===== config.mk =====
export PLATFORM = sky130hd
export DESIGN_NAME = captura_digitos
export DESIGN_NICKNAME = d
export VERILOG_FILES = /design/src/rtl/captura_digitos.sv
export SDC_FILE = /design/constraint.sdc
export NUM_CORES = 1
export LEC_CHECK = 0
export ABC_AREA = 1
export BUFFER_PORTS_ARGS = -buffer_cell sky130_fd_sc_hd__buf_2
export CAP_MARGIN = 10
export CORE_ASPECT_RATIO = 2
export CORE_MARGIN = 4
export CORE_UTILIZATION = 30
export DETAILED_ROUTE_END_ITERATION = 8
export HOLD_SLACK_MARGIN = 0.15
export PLACE_DENSITY = 0.54
export SLEW_MARGIN = 0
export SYNTH_ARGS = -nofsm -noshare
export SYNTH_HDL_FRONTEND = slang
export SYNTH_SLANG_ARGS = --single-unit
export TNS_END_PERCENT = 10

===== constraint.sdc =====
create_clock -name clk -period 3.4 [get_ports clk]
set_input_delay 0.85 -clock clk [delete_from_list [all_inputs] [get_ports clk]]
set_output_delay 0.85 -clock clk [all_outputs]
set_load 0.01 [all_outputs]

===== src/rtl/captura_digitos.sv =====
// Keypad digit capture: one keystroke per key-down interval, three-digit BCD entry buffer,
// clear/enter handling and a committed value with a one-cycle valid pulse.
module captura_digitos #(
  parameter int unsigned RELEASE_CYC = 8192
) (
  input  logic        clk,
  input  logic        rst,
  input  logic [3:0]  boton,
  input  logic        ctrl,
  output logic [11:0] digitos,
  output logic [1:0]  num_dig,
  output logic        lleno,
  output logic [11:0] valor,
  output logic        valido
);

  localparam logic [15:0] RELOAD = 16'(RELEASE_CYC);

  localparam logic [3:0] KEY_CLEAR = 4'hD;
  localparam logic [3:0] KEY_ENTER = 4'hE;
  localparam logic [3:0] KEY_MAX_DIGIT = 4'h9;

  typedef enum logic {
    LIBRE,
    PRESIONADO
  } estado_t;

  estado_t     state_q, state_d;
  logic [15:0] timer_q, timer_d;
  logic [11:0] digitos_q, digitos_d;
  logic [1:0]  num_dig_q, num_dig_d;
  logic [11:0] valor_q, valor_d;
  logic        valido_q, valido_d;
  logic        tecla;

  // Press tracking: the scanner repeats ctrl while a key is held, so only the first
  // strobe after a quiet period of RELEASE_CYC cycles counts as a keystroke.
  always_comb begin
    state_d = state_q;
    timer_d = timer_q;
    tecla   = 1'b0;
    case (state_q)
      LIBRE: begin
        if (ctrl) begin
          tecla   = 1'b1;
          timer_d = RELOAD;
          state_d = PRESIONADO;
        end
      end
      PRESIONADO: begin
        if (ctrl) begin
          timer_d = RELOAD;
        end else if (timer_q <= 16'd1) begin
          timer_d = '0;
          state_d = LIBRE;
        end else begin
          timer_d = timer_q - 16'd1;
        end
      end
      default: begin
        state_d = LIBRE;
        timer_d = '0;
      end
    endcase
  end

  always_comb begin
    digitos_d = digitos_q;
    num_dig_d = num_dig_q;
    valor_d   = valor_q;
    valido_d  = 1'b0;
    if (tecla) begin
      if (boton <= KEY_MAX_DIGIT) begin
        if (num_dig_q != 2'd3) begin
          digitos_d = {digitos_q[7:0], boton};
          num_dig_d = num_dig_q + 2'd1;
        end
      end else if (boton == KEY_CLEAR) begin
        digitos_d = '0;
        num_dig_d = '0;
      end else if (boton == KEY_ENTER) begin
        if (num_dig_q != 2'd0) begin
          valor_d   = digitos_q;
          valido_d  = 1'b1;
          digitos_d = '0;
          num_dig_d = '0;
        end
      end
    end
  end

  always_ff @(posedge clk or posedge rst) begin
    if (rst) begin
      state_q   <= LIBRE;
      timer_q   <= '0;
      digitos_q <= '0;
      num_dig_q <= '0;
      valor_q   <= '0;
      valido_q  <= 1'b0;
    end else begin
      state_q   <= state_d;
      timer_q   <= timer_d;
      digitos_q <= digitos_d;
      num_dig_q <= num_dig_d;
      valor_q   <= valor_d;
      valido_q  <= valido_d;
    end
  end

  assign digitos = digitos_q;
  assign num_dig = num_dig_q;
  assign lleno   = (num_dig_q == 2'd3);
  assign valor   = valor_q;
  assign valido  = valido_q;

endmodule

-- Word-level counts from Yosys, hierarchy flattened
Cells that the tools add are included.
- flip-flop bits (word level): 44
- logic and storage cells: 48
- bits of input ports: 7
- equality and inequality tests: 6
- reduce and logical (&&, ||, !) cells: 5
- order comparisons: 2
- bitwise logic cells: 3
- multiplexer cells: 24
- add/sub/neg operators: 2
- operators with widths (kind ; number):
    2-to-1 mux 12 bit ; 5
    2-to-1 mux 16 bit ; 3
    one-hot mux 16 bit (2 select lines) ; 1
    <= comparator 16 x 1 -> 1 bit, second input constant ; 1
    subtractor 16 x 1 -> 16 bit, second input constant ; 1
    2-to-1 mux 2 bit ; 5
    2-to-1 mux 1 bit ; 9
    equality test 4 bit, second input constant ; 2
    nonzero test 3 bit ; 2
    AND reduction 5 bit ; 1
    <= comparator 4 bit, second input constant ; 1
    inequality test 2 bit, second input constant ; 2
    AND reduction 4 bit ; 1
    inverter 1 bit ; 3
    adder 2 x 1 -> 2 bit, second input constant ; 1
    equality test 2 bit, second input constant ; 1
    inequality test 2 x 1 -> 1 bit, second input constant ; 1
    one-hot mux 1 bit (2 select lines) ; 1
    nonzero test 2 bit ; 1

-- Logic depth before layout (Yosys ltp)
- depth in word-level cells: 6
- gate-level depth with buffers: 11
- mapped depth without buffers: 11

-- Worst setup path after synthesis
Ideal clock, no wire load.
- kind: input port to flip-flop
- start: input port boton[1]
- end: register num_dig_q[0] (netlist: num_dig[0])
- slack: 1712 ps
- cell stages on the path: 7
- arrival: 1571 ps
- required time: 3283 ps
- library setup time: 117 ps
- cell sequence: inv_1 > a21oi_4 > o21ai_2 > clkinv_2 > buf_4 > nand3_1 > nand2_1
- word-level cells in the longest chain between the ends: 3
- elaborated cells between the ends (all ways): 9
- ends and longest elaborated chain (item ; RTL line ; text):
    from (decl) ; 8 ; input logic [3:0] boton,
    <= comparator 4 bit, or another cell as far along ; 73 ; if (boton <= KEY_MAX_DIGIT) begin
    inequality test 2 x 1 -> 1 bit (no source line), or another cell as far along ; -- ;
    AND reduction 4 bit (no source line) or 2-to-1 mux 2 bit (tied branches) ; -- ;
    to (signal assigned) ; 104 ; num_dig_q <= num_dig_d;
    to (decl) ; 31 ; logic [1:0] num_dig_q, num_dig_d;
Several ways; a longest one is shown, not always the timed one.
A chain may end at the register's enable or synchronous reset.

-- Final worst setup path
- start: input port ctrl
- end: register valor_q[8] (netlist: valor[8])
- word-level cells in the longest chain between the ends: 3
- ends and longest elaborated chain (item ; RTL line ; text):
    from (decl) ; 9 ; input logic ctrl,
    2-to-1 mux 1 bit ; 44 ; if (ctrl) begin
    2-to-1 mux 1 bit ; 42 ; case (state_q)
    AND reduction 5 bit (no source line) ; -- ;
    to (signal assigned) ; 105 ; valor_q <= valor_d;
    to (decl) ; 32 ; logic [11:0] valor_q, valor_d;
No other way between the ends.

==> flow_summary.toml <==
[outcome]
status = "completed"

[setup_path]
critPathKind = "input pin to flop"
cp.arrival_ns = 2.25
cp_max_fo = 21
end_kind = "flop"
cp.required_ns = 3.63
start_kind = "input pin"

[cells_and_area]
drive_above_1_share = 0.201
finalInstanceArea_mm2 = 0.00275
instances_no_fill = 432
antennaDiodeCount = 0
area_growth_pct = 17.5
nNetsFinal = 348

[drt]
wire_per_inst_um = 12.9
ant_nets = 0
num_vias = 1925
dr.pass1.iters = 4
wirelength_um = 5580
drt_iter0_markers = 50
vias_per_cell = 4.46
drc = 0

[synthesis]
yosys.area.top_type = "dfrtp_1"
yosys.cell_count.top_type = "nand2_1"
synth-edff-count = 0
netlist.area_leader.share = 0.470
synth_commonest_cells = "nand2_1, dfrtp_1, nor2_1, inv_1, nand3_1"
synth.area.top_cells = "dfrtp_1, nand2_1, nor2_1"
syn_avg_cell_area_um2 = 7.75
async_flop_share = 1.00
ys_seq_area_frac = 0.470
yosys_register_bits = 44
yosysUniqueCellTypes = 27
syn_area_mm2 = 0.00234
synthFlopType = "dfrtp_1"
syn-num-nets = 313
ys_warn_count = 0
synthCells = 302

[cts]
cts_resized = 0
clk_pin_slew_ns = 0.06
clk_latency_ns = 0.29
holdBufCountCts = 0
root_buffer = "clkbuf_16"
clock-sinks = 44
clockBufferDepth = 2
cts_tree = "yes"
tritoncts.num_buffers = 5
post_cts_buffers = 0
cts_max_level = 2

[placement]
pre_cts_ws_ns = 1.05
placed_area_mm2 = 0.00259
dp_cells = 424
port_buffers = 34
hpwl_um = 4370
place.gp.congestion = 0.762

[sta]
finalMaxSlewViolations = 0
fin_crit_ns = 2.02
slew_headroom = 0.494
finalWorstSetupSlack_ns = 1.38
finalSetupViolations = 0
max_freq_ghz = 0.494
finalSetupTns_ns = 0
finalCritPeriodShare = 0.595
clock_skew_ns = 0.00481
timing.final.hold_violations = 0
rsz0062_at_grt = "no"
max_slew.worst_pin.slew_ns = 0.754

[grt]
grt_usage = 0.131
overflow = 0
grt_pass1_vias = 2047
grt_max_degree = 26
antenna_found_initial = 0
grt_pass1_wl_um = 9670

[worst_hold_path]
hp-class = "flop to flop"

[power]
power.leakage_nw = 1.49
ir_drop_v = 0.000288
p_total_mw = 2.10
powerDensity_mw_per_mm2 = 762

[floorplanning]
fp.dieH_um = 133
die-area_mm2 = 0.00937
fp.dieW_um = 70.5
fp-row-count = 45
initial_core_util = 0.308
io_pins = 35
core_region_area_mm2 = 0.00760

[flow_run]
cap_viol_max_count = 0
[cells in the final DEF (no fill, tap or decap), types with 4 or more instances in the layout]
cell type / Yosys / final
nor2_1: 40 / 40
o21ai_2: 11 / 11
dfrtp_1: 44 / 44
ha_1: 4 / 4
clkbuf_16: 0 / 5
buf_2: 3 / 34
o21ai_1: 8 / 8
nand2_1: 110 / 110
o21ai_0: 4 / 4
nand3_1: 20 / 20
inv_1: 31 / 30
[per-layer routing]
| layer | routed length, um | global-route usage | vias to the layer above |
|---|---|---|---|
| met5 | 0 | 0 | - |
| met4 | 208 | 0.0714 | 0 |
| met3 | 168 | 0.0175 | 14 |
| met2 | 3220 | 0.251 | 34 |
| met1 | 1980 | 0.130 | 882 |
| li1 | - | - | 995 |
[worst paths after layout]
kind	start	endpoint	slack, ns	cells after the start
worst max-delay path	ctrl	valor[8]$_DFFE_PP0P_	1.38	7
min in group asynchronous	rst	valor[3]$_DFFE_PP0P_	0.59	2
worst min register to register	valor[9]$_DFFE_PP0P_	valor[9]$_DFFE_PP0P_	0.48	2
max in group asynchronous	rst	valor[10]$_DFFE_PP0P_	2.08	3
worst max register to register	num_dig[0]$_DFFE_PP0P_	valor[8]$_DFFE_PP0P_	1.40	7
worst min-delay path	valor[9]$_DFFE_PP0P_	valor[9]$_DFFE_PP0P_	0.48	2
[per-stage QoR]
step           utilization  hold slack (ns)
6_report             0.362            0.482
5_1_grt              0.362            0.517
4_1_cts              0.362            0.486
3_5_place_dp         0.340            0.463
3_3_place_gp         0.340            0.473
2_1_floorplan            -            0.478
[layout make-up]
type	instances	area (um^2)
fillers	837	4850
flip-flops and latches	44	1100
multi-input cells	216	1050
repair buffers	36	185
clock buffers	6	129
inverters	34	129
well taps	94	118
clock inverters	2	35.0
[critical path: stages]
cell and delay (ns):
buf_2 0.12, inv_1 0.08, nor2_1 0.17, nand3_1 0.55, inv_1 0.34, nand2_1 0.08, nand2_1 0.06
[state kept, by name (all words and copies together) (netlist names)]
signal / flops
timer_q: 16
valor: 12
num_dig: 2
state_q: 1
digitos: 12
valido: 1
[cell families after synthesis]
group,share of synthesized area
xor+xnor,0.0187
buf+inv,0.0791
simple gates,0.334
fa+ha+maj,0.0214
flops,0.470
compound gates,0.0770
[where the power goes]
part           leakage, nW  total, mW  internal [mW]  switching, mW
Sequential           0.590      0.770          0.639          0.131
Combinational        0.815      0.777          0.286          0.491
Clock               0.0808      0.551          0.346          0.205
Total                 1.49       2.10           1.27          0.827
(Power assumes the default switching activity.)
